===== config.mk =====
export PLATFORM = sky130hd
export DESIGN_NAME = eu_sdram_rd_arb
export DESIGN_NICKNAME = d
export VERILOG_FILES = /design/src/rtl/eu_sdram_rd_arb.sv
export SDC_FILE = /design/constraint.sdc
export NUM_CORES = 1
export LEC_CHECK = 0
export BUFFER_PORTS_ARGS = -buffer_cell sky130_fd_sc_hd__buf_2
export CAP_MARGIN = 20
export CORE_AREA = 2 2 154 156
export CTS_CLUSTER_SIZE = 8
export DETAILED_ROUTE_END_ITERATION = 8
export DIE_AREA = 0 0 156 158
export GPL_TIMING_DRIVEN = 0
export SETUP_SLACK_MARGIN = 0.1
export SYNTH_ARGS = -nofsm -noshare
export SYNTH_HDL_FRONTEND = slang
export SYNTH_SLANG_ARGS = --single-unit

===== constraint.sdc =====
create_clock -name clk -period 11 [get_ports clk]
set_clock_uncertainty 0.1 [all_clocks]
set_input_delay 1.1 -clock clk [delete_from_list [all_inputs] [get_ports clk]]
set_output_delay 1.1 -clock clk [all_outputs]
set_load 0.05 [all_outputs]

===== src/rtl/eu_sdram_rd_arb.sv =====
// Round-robin arbiter/sequencer for the shared Avalon-MM SDRAM burst-read master.
// Optional watchdog abort enabled by defining EU_RD_ARB_TIMEOUT_EN.
module eu_sdram_rd_arb #(
   parameter int NUM_REQ     = 8,
   parameter int ADDR_W      = 32,
   parameter int BURST_W     = 8,
   parameter int TIMEOUT_CYC = 1024,
   localparam int SEL_W      = (NUM_REQ > 1) ? $clog2(NUM_REQ) : 1
) (
   input  logic                       clk,
   input  logic                       rst_n,
   input  logic [NUM_REQ-1:0]         req,
   input  logic [NUM_REQ*ADDR_W-1:0]  req_addr,
   input  logic [NUM_REQ*BURST_W-1:0] req_burst,
   output logic [NUM_REQ-1:0]         gnt,
   output logic [SEL_W-1:0]           sel,
   output logic [NUM_REQ-1:0]         rd_valid,
   output logic                       busy,
   output logic                       timeout_err,
   output logic [ADDR_W-1:0]          avm_address,
   output logic                       avm_read,
   output logic [BURST_W-1:0]         avm_burstcount,
   input  logic                       avm_waitrequest,
   input  logic                       avm_readdatavalid
);

   // state | meaning
   // IDLE  | no owner; arbitrate among req
   // CMD   | avm_read asserted, waiting for waitrequest low
   // DATA  | counting returned beats for the owner
   typedef enum logic [1:0] {ST_IDLE, ST_CMD, ST_DATA} state_t;

   state_t               state_q, state_d;
   logic [NUM_REQ-1:0]   gnt_q, gnt_d;
   logic [SEL_W-1:0]     sel_q, sel_d;
   logic [SEL_W-1:0]     rr_ptr_q, rr_ptr_d;
   logic [ADDR_W-1:0]    addr_q, addr_d;
   logic [BURST_W-1:0]   burst_q, burst_d;
   logic [BURST_W-1:0]   cnt_q, cnt_d;

   logic                 found;
   logic [SEL_W-1:0]     pick;
   logic [SEL_W-1:0]     idx;
   logic [BURST_W-1:0]   pick_burst;

   // Search starts just past the last owner so it naturally gets lowest priority.
   always_comb begin
      found = 1'b0;
      pick  = rr_ptr_q;
      idx   = rr_ptr_q;
      for (int i = 1; i <= NUM_REQ; i++) begin
         idx = rr_ptr_q + SEL_W'(i);
         if (!found && req[idx]) begin
            found = 1'b1;
            pick  = idx;
         end
      end
      pick_burst = req_burst[int'(pick)*BURST_W +: BURST_W];
   end

`ifdef EU_RD_ARB_TIMEOUT_EN
   localparam int WD_W = $clog2(TIMEOUT_CYC + 1);
   logic [WD_W-1:0] wd_q, wd_d;
   logic            tmo_q, tmo_d;
`endif

   always_comb begin
      state_d  = state_q;
      gnt_d    = gnt_q;
      sel_d    = sel_q;
      rr_ptr_d = rr_ptr_q;
      addr_d   = addr_q;
      burst_d  = burst_q;
      cnt_d    = cnt_q;
`ifdef EU_RD_ARB_TIMEOUT_EN
      wd_d     = '0;
      tmo_d    = 1'b0;
`endif
      case (state_q)
         ST_IDLE: begin
            if (found) begin
               state_d = ST_CMD;
               gnt_d   = NUM_REQ'(1) << pick;
               sel_d   = pick;
               addr_d  = req_addr[int'(pick)*ADDR_W +: ADDR_W];
               burst_d = (pick_burst == '0) ? BURST_W'(1) : pick_burst;
            end
         end
         ST_CMD: begin
            if (!avm_waitrequest) begin
               cnt_d   = burst_q;
               state_d = ST_DATA;
            end
         end
         ST_DATA: begin
            if (avm_readdatavalid) begin
               cnt_d = cnt_q - BURST_W'(1);
               if (cnt_q == BURST_W'(1)) begin
                  state_d  = ST_IDLE;
                  gnt_d    = '0;
                  rr_ptr_d = sel_q;
               end
            end
         end
         default: state_d = ST_IDLE;
      endcase
`ifdef EU_RD_ARB_TIMEOUT_EN
      // Watchdog restarts on every sign of progress; expiry overrides normal flow.
      if (state_q != ST_IDLE) begin
         if ((state_q == ST_CMD && !avm_waitrequest) ||
             (state_q == ST_DATA && avm_readdatavalid)) begin
            wd_d = '0;
         end else if (wd_q == WD_W'(TIMEOUT_CYC - 1)) begin
            state_d  = ST_IDLE;
            gnt_d    = '0;
            rr_ptr_d = sel_q;
            tmo_d    = 1'b1;
         end else begin
            wd_d = wd_q + WD_W'(1);
         end
      end
`endif
   end

   always_ff @(posedge clk or negedge rst_n) begin
      if (!rst_n) begin
         state_q  <= ST_IDLE;
         gnt_q    <= '0;
         sel_q    <= '0;
         rr_ptr_q <= '0;
         addr_q   <= '0;
         burst_q  <= '0;
         cnt_q    <= '0;
      end else begin
         state_q  <= state_d;
         gnt_q    <= gnt_d;
         sel_q    <= sel_d;
         rr_ptr_q <= rr_ptr_d;
         addr_q   <= addr_d;
         burst_q  <= burst_d;
         cnt_q    <= cnt_d;
      end
   end

`ifdef EU_RD_ARB_TIMEOUT_EN
   always_ff @(posedge clk or negedge rst_n) begin
      if (!rst_n) begin
         wd_q  <= '0;
         tmo_q <= 1'b0;
      end else begin
         wd_q  <= wd_d;
         tmo_q <= tmo_d;
      end
   end
   assign timeout_err = tmo_q;
`else
   assign timeout_err = 1'b0;
`endif

   assign gnt            = gnt_q;
   assign sel            = sel_q;
   assign busy           = (state_q != ST_IDLE);
   assign avm_read       = (state_q == ST_CMD);
   assign avm_address    = addr_q;
   assign avm_burstcount = burst_q;
   assign rd_valid       = (state_q == ST_DATA && avm_readdatavalid) ? gnt_q : '0;

endmodule


==> impl_metrics.toml <==
[status]
status = "finished clean"

[routing]
drc = 0
wl_per_cell_um = 22.1
drt-pass1-iter-count = 5
routed_via_density = 5.34
vias = 6872
ant_nets = 0
drtIter0Drc = 426
drt-total-wl_um = 28500

[critical_path]
crit_type = "register to register"
start_kind = "register"
crit_path_cell_trace = "buf_6 -> buf_2 -> clkinv_1 -> ha_1 -> clkbuf_1 -> mux4_2 -> mux2_2 -> a41oi_1 -> o21ai_0 -> xnor2_1 -> buf_2 -> buf_2 -> buf_2 -> mux4_2 -> mux2i_1 -> o21ai_0"
startpoint = "rr_ptr_q[1]$_DFFE_PN0P_"
cp-endpoint = "avm_address[2]$_DFFE_PN0P_"
cp.depth = 16
end_kind = "register"
critPathBufInv = 7
cpMostUsedCell = "buf_2"
worst-r2r-setup-slack_ps = 5850
crit_fanout = 10
cp_data_required_time_ps = 11100
path_delay_family = "buffers and inverters"
timing.rr.end = "avm_address[2]$_DFFE_PN0P_"
crit_slowest_cell = "ha_1"
critical_path_arrival_ps = 5250
slowest_delay_ps = 510
r2r_start = "rr_ptr_q[1]$_DFFE_PN0P_"
reg2reg_depth = 16

[clock_network]
cts_resized = 0
clock_path_buffers = 2
cts_sinks = 64
cts_setup_buffers = 0
cts.hold.buffers_added = 0
clk_latency_ps = 340
htree_levels = 3
numCtsBuffers = 9
tritoncts = "done"
cts-root-buf = "clkbuf_16"
path_clk_slew_ps = 60

[synth]
seq_area_frac_synth_pct = 25.3
async_flop_share_pct = 100
synth-edff-count = 0
synth_fp_nets = 922
yosysWarnings = 0
ys_ff_latch = 64
ys.flop_type = "dfrtp_1"
synth_cell_types = 69
syn_inst = 586
avgSynthCellArea_um2 = 10.8
syn_area_mm2 = 0.00634

[finish]
layout.cells.non_filler = 1287
syn2layout_area_growth_pct = 42.4
fin_nets = 1325
layout-drive-gt1-share_pct = 55.2
fin_area_mm2 = 0.00902

[pwr]
p_sw_mw = 1.30
p_int_mw = 1.30
p_sw_share_pct = 50.0
irDropWorstVdd_mv = 0.117
seqPwrFrac_pct = 16.4
clockPowerShare_pct = 13.3
combPwrFrac_pct = 70.4
power_leakage_nw = 4.39
p_per_area_mw_per_mm2 = 288

[place]
dp.cells = 1268
io_buffers = 392
place_area_mm2 = 0.00866
place.gp.congestion = 0.939
dp_hpwl_um = 23800

[global_routing]
grt_max_degree = 65
grt_pass1_vias = 6606
grt_pass1_wl_um = 40500
grt_usage_pct = 22.2
grt_antenna_before_repair = 13
grt_overflow_total = 0

[timing]
tns_ps = 0
timing.final.crit_period_ps = 5150
hold_viol = 0
rsz0062_at_grt = "no"
relSlewSlack_pct = 41.1
tightest_slew_ps = 883
post-route-period-util_pct = 46.8
maxSlewViolCount = 0
final-setup-viol-count = 0
max_freq_mhz = 194

[floorplan]
initial_core_util_pct = 27.5
rows = 56
die_x_um = 156
die_h_um = 158
boundaryPins = 394
coreArea_mm2 = 0.0231
die_area_mm2 = 0.0246

[worst_hold_path]
hold_class = "register to register"

[run]
maxCapViolations = 0
kinds of logic (layout without fill, tap and decap cells):
family | after synthesis | after routing | synth area share [%]
other cells | 1 | 4 | 0.0592
mux | 151 | 151 | 41.4
fa+ha+maj | 4 | 4 | 0.790
xor+xnor | 5 | 5 | 0.810
buf+inv | 59 | 467 | 5.33
compound gates | 129 | 129 | 13.0
flops | 64 | 64 | 25.3
simple gates | 173 | 173 | 13.4
placed cells by master (no fill, tap or decap), types with 3 or more instances in the layout:
cell,synthesis,routed
a211o_1,3,3
nand4b_1,4,4
nand2_1,81,81
mux2i_1,50,50
a32o_1,4,4
nand3b_1,3,3
buf_6,5,5
mux2_2,10,10
and2_1,4,4
inv_1,7,7
mux4_2,87,87
nor3_1,14,14
buf_2,14,405
clkbuf_16,0,9
nand2b_1,5,5
a2bb2oi_1,3,3
a22o_1,5,5
xor2_1,3,3
nand3_1,4,4
a21oi_1,14,14
ha_1,4,4
a22oi_1,3,3
a211oi_1,6,6
dfrtp_1,64,64
clkbuf_1,19,19
o31ai_1,4,4
bufinv_16,0,3
a31oi_1,5,5
nor2_1,26,26
mux2_1,3,3
and3_1,9,9
o22ai_1,3,3
o21ai_0,58,58
buf_4,12,13
diode_2,0,3
nor2b_1,5,5
worst min path at each step:
stage,startpoint,endpoint,slack (ps),cells past startpoint
3_5_place_dp,avm_address[5]$_DFFE_PN0P_,avm_address[5]$_DFFE_PN0P_,360,2
3_3_place_gp,avm_address[11]$_DFFE_PN0P_,avm_address[11]$_DFFE_PN0P_,360,2
5_1_grt,avm_address[5]$_DFFE_PN0P_,avm_address[5]$_DFFE_PN0P_,390,2
4_1_cts,avm_address[5]$_DFFE_PN0P_,avm_address[5]$_DFFE_PN0P_,380,2
6_report,avm_address[1]$_DFFE_PN0P_,avm_address[1]$_DFFE_PN0P_,370,2
2_1_floorplan,cnt_q[1]$_DFFE_PN0P_,cnt_q[1]$_DFFE_PN0P_,370,2
final cells by class:
cell class,count,area (um2)
Fill cell,2323,14000
Multi-Input combinational cell,463,4400
Timing Repair Buffer,392,1960
Sequential cell,64,1600
Tap cell,290,363
Buffer,51,308
Clock buffer,10,239
Clock inverter,6,115
Inverter,8,30.0
Antenna cell,3,7.51
metal layers:
metal  up-vias  GRT usage [%]  share of wire [%]
li1       3105              -                  -
met1      3340           30.7                 43
met2       368           34.3                 46
met3        39           7.09                9.3
met4        20           4.54                1.3
met5         -              0               0.48
power by group through the flow:
stage	combinational, mW	clock, mW	sequential (mW)
after floorplan	1.05	0	0.714
after global placement	1.83	0	0.424
after detailed placement	1.85	0	0.428
after CTS	1.85	0.354	0.425
after global routing	1.98	0.362	0.438
final	1.83	0.345	0.426
synthesized netlist by cell type (3+ instances only):
library cell / n / area share [%]
a32o_1: 4 / 0.63
a22oi_1: 3 / 0.36
mux2_2: 10 / 1.8
mux4_2: 87 / 31
nor2b_1: 5 / 0.49
nor3_1: 14 / 1.1
a21oi_1: 14 / 1.1
and3_1: 9 / 0.89
dfrtp_1: 64 / 25
and2_1: 4 / 0.39
nand3_1: 4 / 0.32
a211oi_1: 6 / 0.71
buf_4: 12 / 1.4
buf_6: 5 / 0.89
mux2_1: 3 / 0.53
o31ai_1: 4 / 0.47
ha_1: 4 / 0.79
xor2_1: 3 / 0.41
clkbuf_1: 19 / 1.1
nand4b_1: 4 / 0.55
nand3b_1: 3 / 0.36
a22o_1: 5 / 0.69
buf_2: 14 / 1.1
nand2_1: 81 / 4.8
mux2i_1: 50 / 7.9
nand2b_1: 5 / 0.49
nor2_1: 26 / 1.5
inv_1: 7 / 0.41
o21ai_0: 58 / 4.6
o22ai_1: 3 / 0.30
a211o_1: 3 / 0.41
a31oi_1: 5 / 0.49
a2bb2oi_1: 3 / 0.41
sequential cells by signal, indices dropped and copies added (netlist names):
register        flops
avm_address        32
rr_ptr_q            3
state_q             2
avm_burstcount      8
gnt                 8
cnt_q               8
sel                 3
tightest hold or removal path, cell delays in order (launching register included):
cell	delay, ps
dfrtp_1	330
nand2_1	50
o21ai_0	60
through the flow:
stage	worst slack [ps]	power (mW)	util [%]	hold WS [ps]
global route	5360	2.78	39.1	391
detailed placement	5840	2.28	37.6	365
CTS	5830	2.63	39.1	377
finish	5850	2.60	39.2	371
global placement	5790	2.26	37.6	358
floorplan	6840	1.76	-	373
(Power assumes the default switching activity.)
